--- config.mk ---
export PLATFORM = sky130hd
export DESIGN_NAME = serial_add_ctrl
export DESIGN_NICKNAME = d
export VERILOG_FILES = /design/src/rtl/serial_add_pkg.sv /design/src/rtl/full_added.sv /design/src/rtl/serial_add_ctrl.sv
export SDC_FILE = /design/constraint.sdc
export NUM_CORES = 1
export LEC_CHECK = 0
export ABC_AREA = 1
export BUFFER_PORTS_ARGS = -buffer_cell sky130_fd_sc_hd__clkbuf_2
export CAP_MARGIN = 20
export CORE_ASPECT_RATIO = 0.5
export CORE_MARGIN = 3
export CORE_UTILIZATION = 40
export CTS_BUF_LIST = sky130_fd_sc_hd__clkbuf_2 sky130_fd_sc_hd__clkbuf_4 sky130_fd_sc_hd__clkbuf_8
export CTS_CLUSTER_SIZE = 14
export DETAILED_ROUTE_END_ITERATION = 12
export GPL_TIMING_DRIVEN = 0
export PLACE_DENSITY = 0.62
export SKIP_CTS_REPAIR_TIMING = 1
export SYNTH_ARGS = -nofsm -noshare
export SYNTH_HDL_FRONTEND = slang
export SYNTH_SLANG_ARGS = --single-unit
--- constraint.sdc ---
create_clock -name clk -period 1.8 [get_ports clk]
set_clock_uncertainty 0.1 [all_clocks]
set_input_delay 0.18 -clock clk [delete_from_list [all_inputs] [get_ports clk]]
set_output_delay 0.18 -clock clk [all_outputs]
set_load 0.005 [all_outputs]
--- src/rtl/serial_add_pkg.sv ---
// Shared types and defaults for the bit-serial adder controller.
package serial_add_pkg;

    localparam int DEFAULT_WIDTH = 8;

    typedef enum logic [1:0] {
        IDLE = 2'd0,
        RUN  = 2'd1,
        DONE = 2'd2
    } state_t;

endpackage

--- src/rtl/full_added.sv ---
// One-bit full adder cell, shared across every bit position of the serial add.
module full_added (
    input  logic a,
    input  logic b,
    input  logic c_in,
    output logic sum,
    output logic c_out
);

    assign sum   = a ^ b ^ c_in;
    assign c_out = (a & b) | (c_in & (a ^ b));

endmodule

--- src/rtl/serial_add_ctrl.sv ---
// Bit-serial adder: one full adder cell sequenced LSB-first, one bit per clock,
// with valid/ready handshakes on both the operand and the result side.
module serial_add_ctrl
    import serial_add_pkg::*;
#(
    parameter int WIDTH = DEFAULT_WIDTH
) (
    input  logic             clk,
    input  logic             rst,
    input  logic             in_valid,
    output logic             in_ready,
    input  logic [WIDTH-1:0] a,
    input  logic [WIDTH-1:0] b,
    input  logic             c_in,
    output logic             out_valid,
    input  logic             out_ready,
    output logic [WIDTH-1:0] sum,
    output logic             c_out,
    output logic             ovf,
    output logic             busy
);

    localparam int CW = (WIDTH > 1) ? $clog2(WIDTH) : 1;

    state_t            state;
    state_t            state_next;
    logic [WIDTH-1:0]  a_sh;
    logic [WIDTH-1:0]  b_sh;
    logic [WIDTH-1:0]  sum_sh;
    logic              carry;
    logic [CW-1:0]     cnt;
    logic              fa_sum;
    logic              fa_c;
    logic              last_bit;

    full_added u_fa (
        .a     (a_sh[0]),
        .b     (b_sh[0]),
        .c_in  (carry),
        .sum   (fa_sum),
        .c_out (fa_c)
    );

    assign last_bit = (cnt == CW'(WIDTH - 1));

    // Handshakes: a transfer happens on a rising edge where valid and ready are
    // both high; in_ready only in IDLE, out_valid only in DONE, never together.
    assign in_ready  = (state == IDLE) && !rst;
    assign out_valid = (state == DONE);
    assign busy      = (state == RUN) || (state == DONE);

    always_comb begin
        state_next = state;
        unique case (state)
            IDLE:    if (in_valid) state_next = RUN;
            RUN:     if (last_bit) state_next = DONE;
            DONE:    if (out_ready) state_next = IDLE;
            default: state_next = IDLE;
        endcase
    end

    always_ff @(posedge clk or posedge rst) begin
        if (rst) begin
            state  <= IDLE;
            a_sh   <= '0;
            b_sh   <= '0;
            sum_sh <= '0;
            carry  <= 1'b0;
            cnt    <= '0;
            sum    <= '0;
            c_out  <= 1'b0;
            ovf    <= 1'b0;
        end else begin
            state <= state_next;
            unique case (state)
                IDLE: begin
                    if (in_valid) begin
                        a_sh  <= a;
                        b_sh  <= b;
                        carry <= c_in;
                        cnt   <= '0;
                    end
                end
                RUN: begin
                    a_sh   <= a_sh >> 1;
                    b_sh   <= b_sh >> 1;
                    sum_sh <= {fa_sum, sum_sh[WIDTH-1:1]};
                    carry  <= fa_c;
                    cnt    <= cnt + CW'(1);
                    // The visible result only updates once the MSB is done, so
                    // outputs keep the previous answer while a new add runs.
                    if (last_bit) begin
                        sum   <= {fa_sum, sum_sh[WIDTH-1:1]};
                        c_out <= fa_c;
                        ovf   <= carry ^ fa_c;
                    end
                end
                default: begin
                end
            endcase
        end
    end

endmodule

==> key figures <==
Global routing
  • Largest net degree at the start of global routing: 40
  • Vias in the first global route: 1529
  • Total grt overflow: 0
  • First-pass GRT wire length: 6630 um
  • Initial antenna violation count: 0
  • Total GRT Usage: 0.1538

Logic synthesis
  • Cell variety after synth: 17
  • Gate Count Post-Synth: 231
  • Synthesized Nets: about 260
  • #FFs+latches synth: 39
  • Synth warn: 0
  • Post-synthesis sequential area ratio: 0.5159
  • Mapped Avg Cell Area: 8.190 um2
  • Top cells by area, synth: dfrtp_1 (52%), nand2_1 (22%), nand3_1 (6.6%)
  • Post-synth top area cell: dfrtp_1
  • Yosys top cell area share: 0.5159
  • Mapped cell area: 0.001892 mm2

Finish
  • Nets: around 300
  • Commonest cells after routing, fill and taps aside: nand2_1 (111), dfrtp_1 (39), clkbuf_2 (33)
  • Area delta synth->final: 18.52%
  • Diodes inserted: 0
  • Ratio of cells with drive above 1 in the final layout: 0.2096
  • Most common cell after layout, fill and taps aside: nand2_1

Place
  • DP HPWL: around 2700 um
  • GPL Wtd Cong: about 0.73
  • Port-buffer cells: 33
  • Post-Place Setup Slack: 322.9 ps

CTS
  • CTS tree: done
  • H-tree Lvls: 2
  • CTS sink cnt: 39
  • Clock tree buffer depth: 2
  • CTS buffer count: 5
  • Worst-skew pair later-pin latency: 290 ps
  • Root Driver: clkbuf_8
  • Worst-path clk slew: 80 ps

Run
  • Max-cap viol count: 0

Timing
  • Max-slew violation count: 0
  • Endpoints failing hold: 39
  • Period utilization: 0.8784
  • Setup tns final: 0 ps
  • PnR worst setup slack: 218.9 ps
  • RSZ-0062 raised after global routing: no
  • Hold slack final: -62.73 ps
  • Fin crit period: 1581 ps
  • Tightest Pin Transition: 810.8 ps
  • F_max: between 0.6 and 0.7 GHz
  • Slew HR: 0.4587
  • Final setup viols: 0

Critical path
  • Worst setup EP type: output port
  • Worst-path maximum fanout: 4
  • Worst EP arrival: 1300 ps
  • Critical Setup Path Class: flip-flop to output port
  • Startpoint types: flip-flop
  • Req. time, crit path: 1520 ps

Route
  • Routed vias/inst: 4.764
  • Post-route ant nets: 0
  • DRT iter0 DRCs: 36
  • Iteration count of the initial detailed-routing pass: 5
  • Via Count: 1553
  • Average wire per cell in the routed design: 11.90 um
  • Final WL: 3878 um
  • Residual DRC: 0

Run status
  • Failing checks: negative hold slack
  • Status: finished, violations left

Die
  • Die Y: 54.63 um
  • Die W: 103.3 um
  • Core area: roughly 0.0042 mm2
  • I/O Pins: 34
  • FP Rows: 16
  • Die footprint: 0.005641 mm2
  • Initial core utilization: 0.4500

Pwr
  • Leakage power: 0.001284 uW
  • Ratio of total power to cell area: 1567 mW/mm2
  • Power consumption: 3513 uW
  • Max VDD drop: 0.5004 mV

Hold path
  • Worst min-delay path class: primary input to async pin
[logic make-up (layout without fill, tap and decap cells)]
kind of cell	count (synthesis)	in the layout	synth area share
AOI/OAI and AO/OA	15	15	0.03968
xor gates and xnor gates	1	1	0.004630
adders and majority gates	7	7	0.05026
buffers and inverters	27	68	0.07936
DFF	39	39	0.5159
and+or+nand+nor	142	142	0.3102
[metal layers]
metal,track usage,routed length [um],vias to the layer above
met4,0.03871,29,0
met5,0,0,-
met2,0.2654,1783,27
met1,0.1942,1918,724
met3,0.04326,146,5
li1,-,-,797
[power by group]
| group | leakage [uW] | switching, uW | internal, uW |
|---|---|---|---|
| Clock | 0.0000612 | 308 | 449 |
| Combinational | 0.000715 | 843 | 543 |
| Sequential | 0.000509 | 179 | 1190 |
[synthesized netlist by cell type, drive strengths merged]
| library cell | count |
|---|---|
| nand2 | 114 |
| dfrtp | 39 |
| nand3 | 25 |
| inv | 16 |
| o21ai | 15 |
| buf | 11 |
| ha | 6 |
| nand4 | 2 |
| fa | 1 |
| nor2 | 1 |
| xor2 | 1 |
[final cells by class]
cell class	count	area (um2)
Fill cell	431	1962
Sequential cell	39	975.9
Multi-Input combinational cell	165	765.7
Timing Repair Buffer	33	165.2
Buffer	11	90.09
Clock buffer	6	82.58
Tap cell	54	67.56
Inverter	16	60.06
Clock inverter	2	35.03
[stage by stage]
step             util  cells  area, um2
2_1_floorplan       -    231       1892
3_3_place_gp   0.5054    318       2125
3_5_place_dp   0.5054    318       2125
4_1_cts        0.5333    326       2242
5_1_grt        0.5333    326       2242
6_report       0.5333    326       2242
[path summary, 6_finish.rpt]
path	start	to	slack (ps)	cells past startpoint
worst max-delay path	state[1]	in_ready	220	5
worst min-delay path	rst	cnt[1]	-60	2
worst max register to register	state[1]	a_sh[5]	300	9
worst min register to register	sum_sh[6]	sum_sh[5]	370	2
max in group asynchronous	rst	a_sh[7]	1150	2
min in group clk	a[7]	a_sh[7]	10	3
[worst max-delay path, stage by stage, from the launching register on]
cell	delay (ps)
dfrtp_1	410
inv_1	110
ha_1	220
inv_1	80
nor2_1	90
clkbuf_2	110
[sequential cells by signal (all words and copies together) (netlist names)]
signal,count
a_sh,8
b_sh,8
c_out,1
carry,1
cnt,3
ovf,1
state,2
sum,8
sum_sh,7
Power figures use the tool's default switching activity.
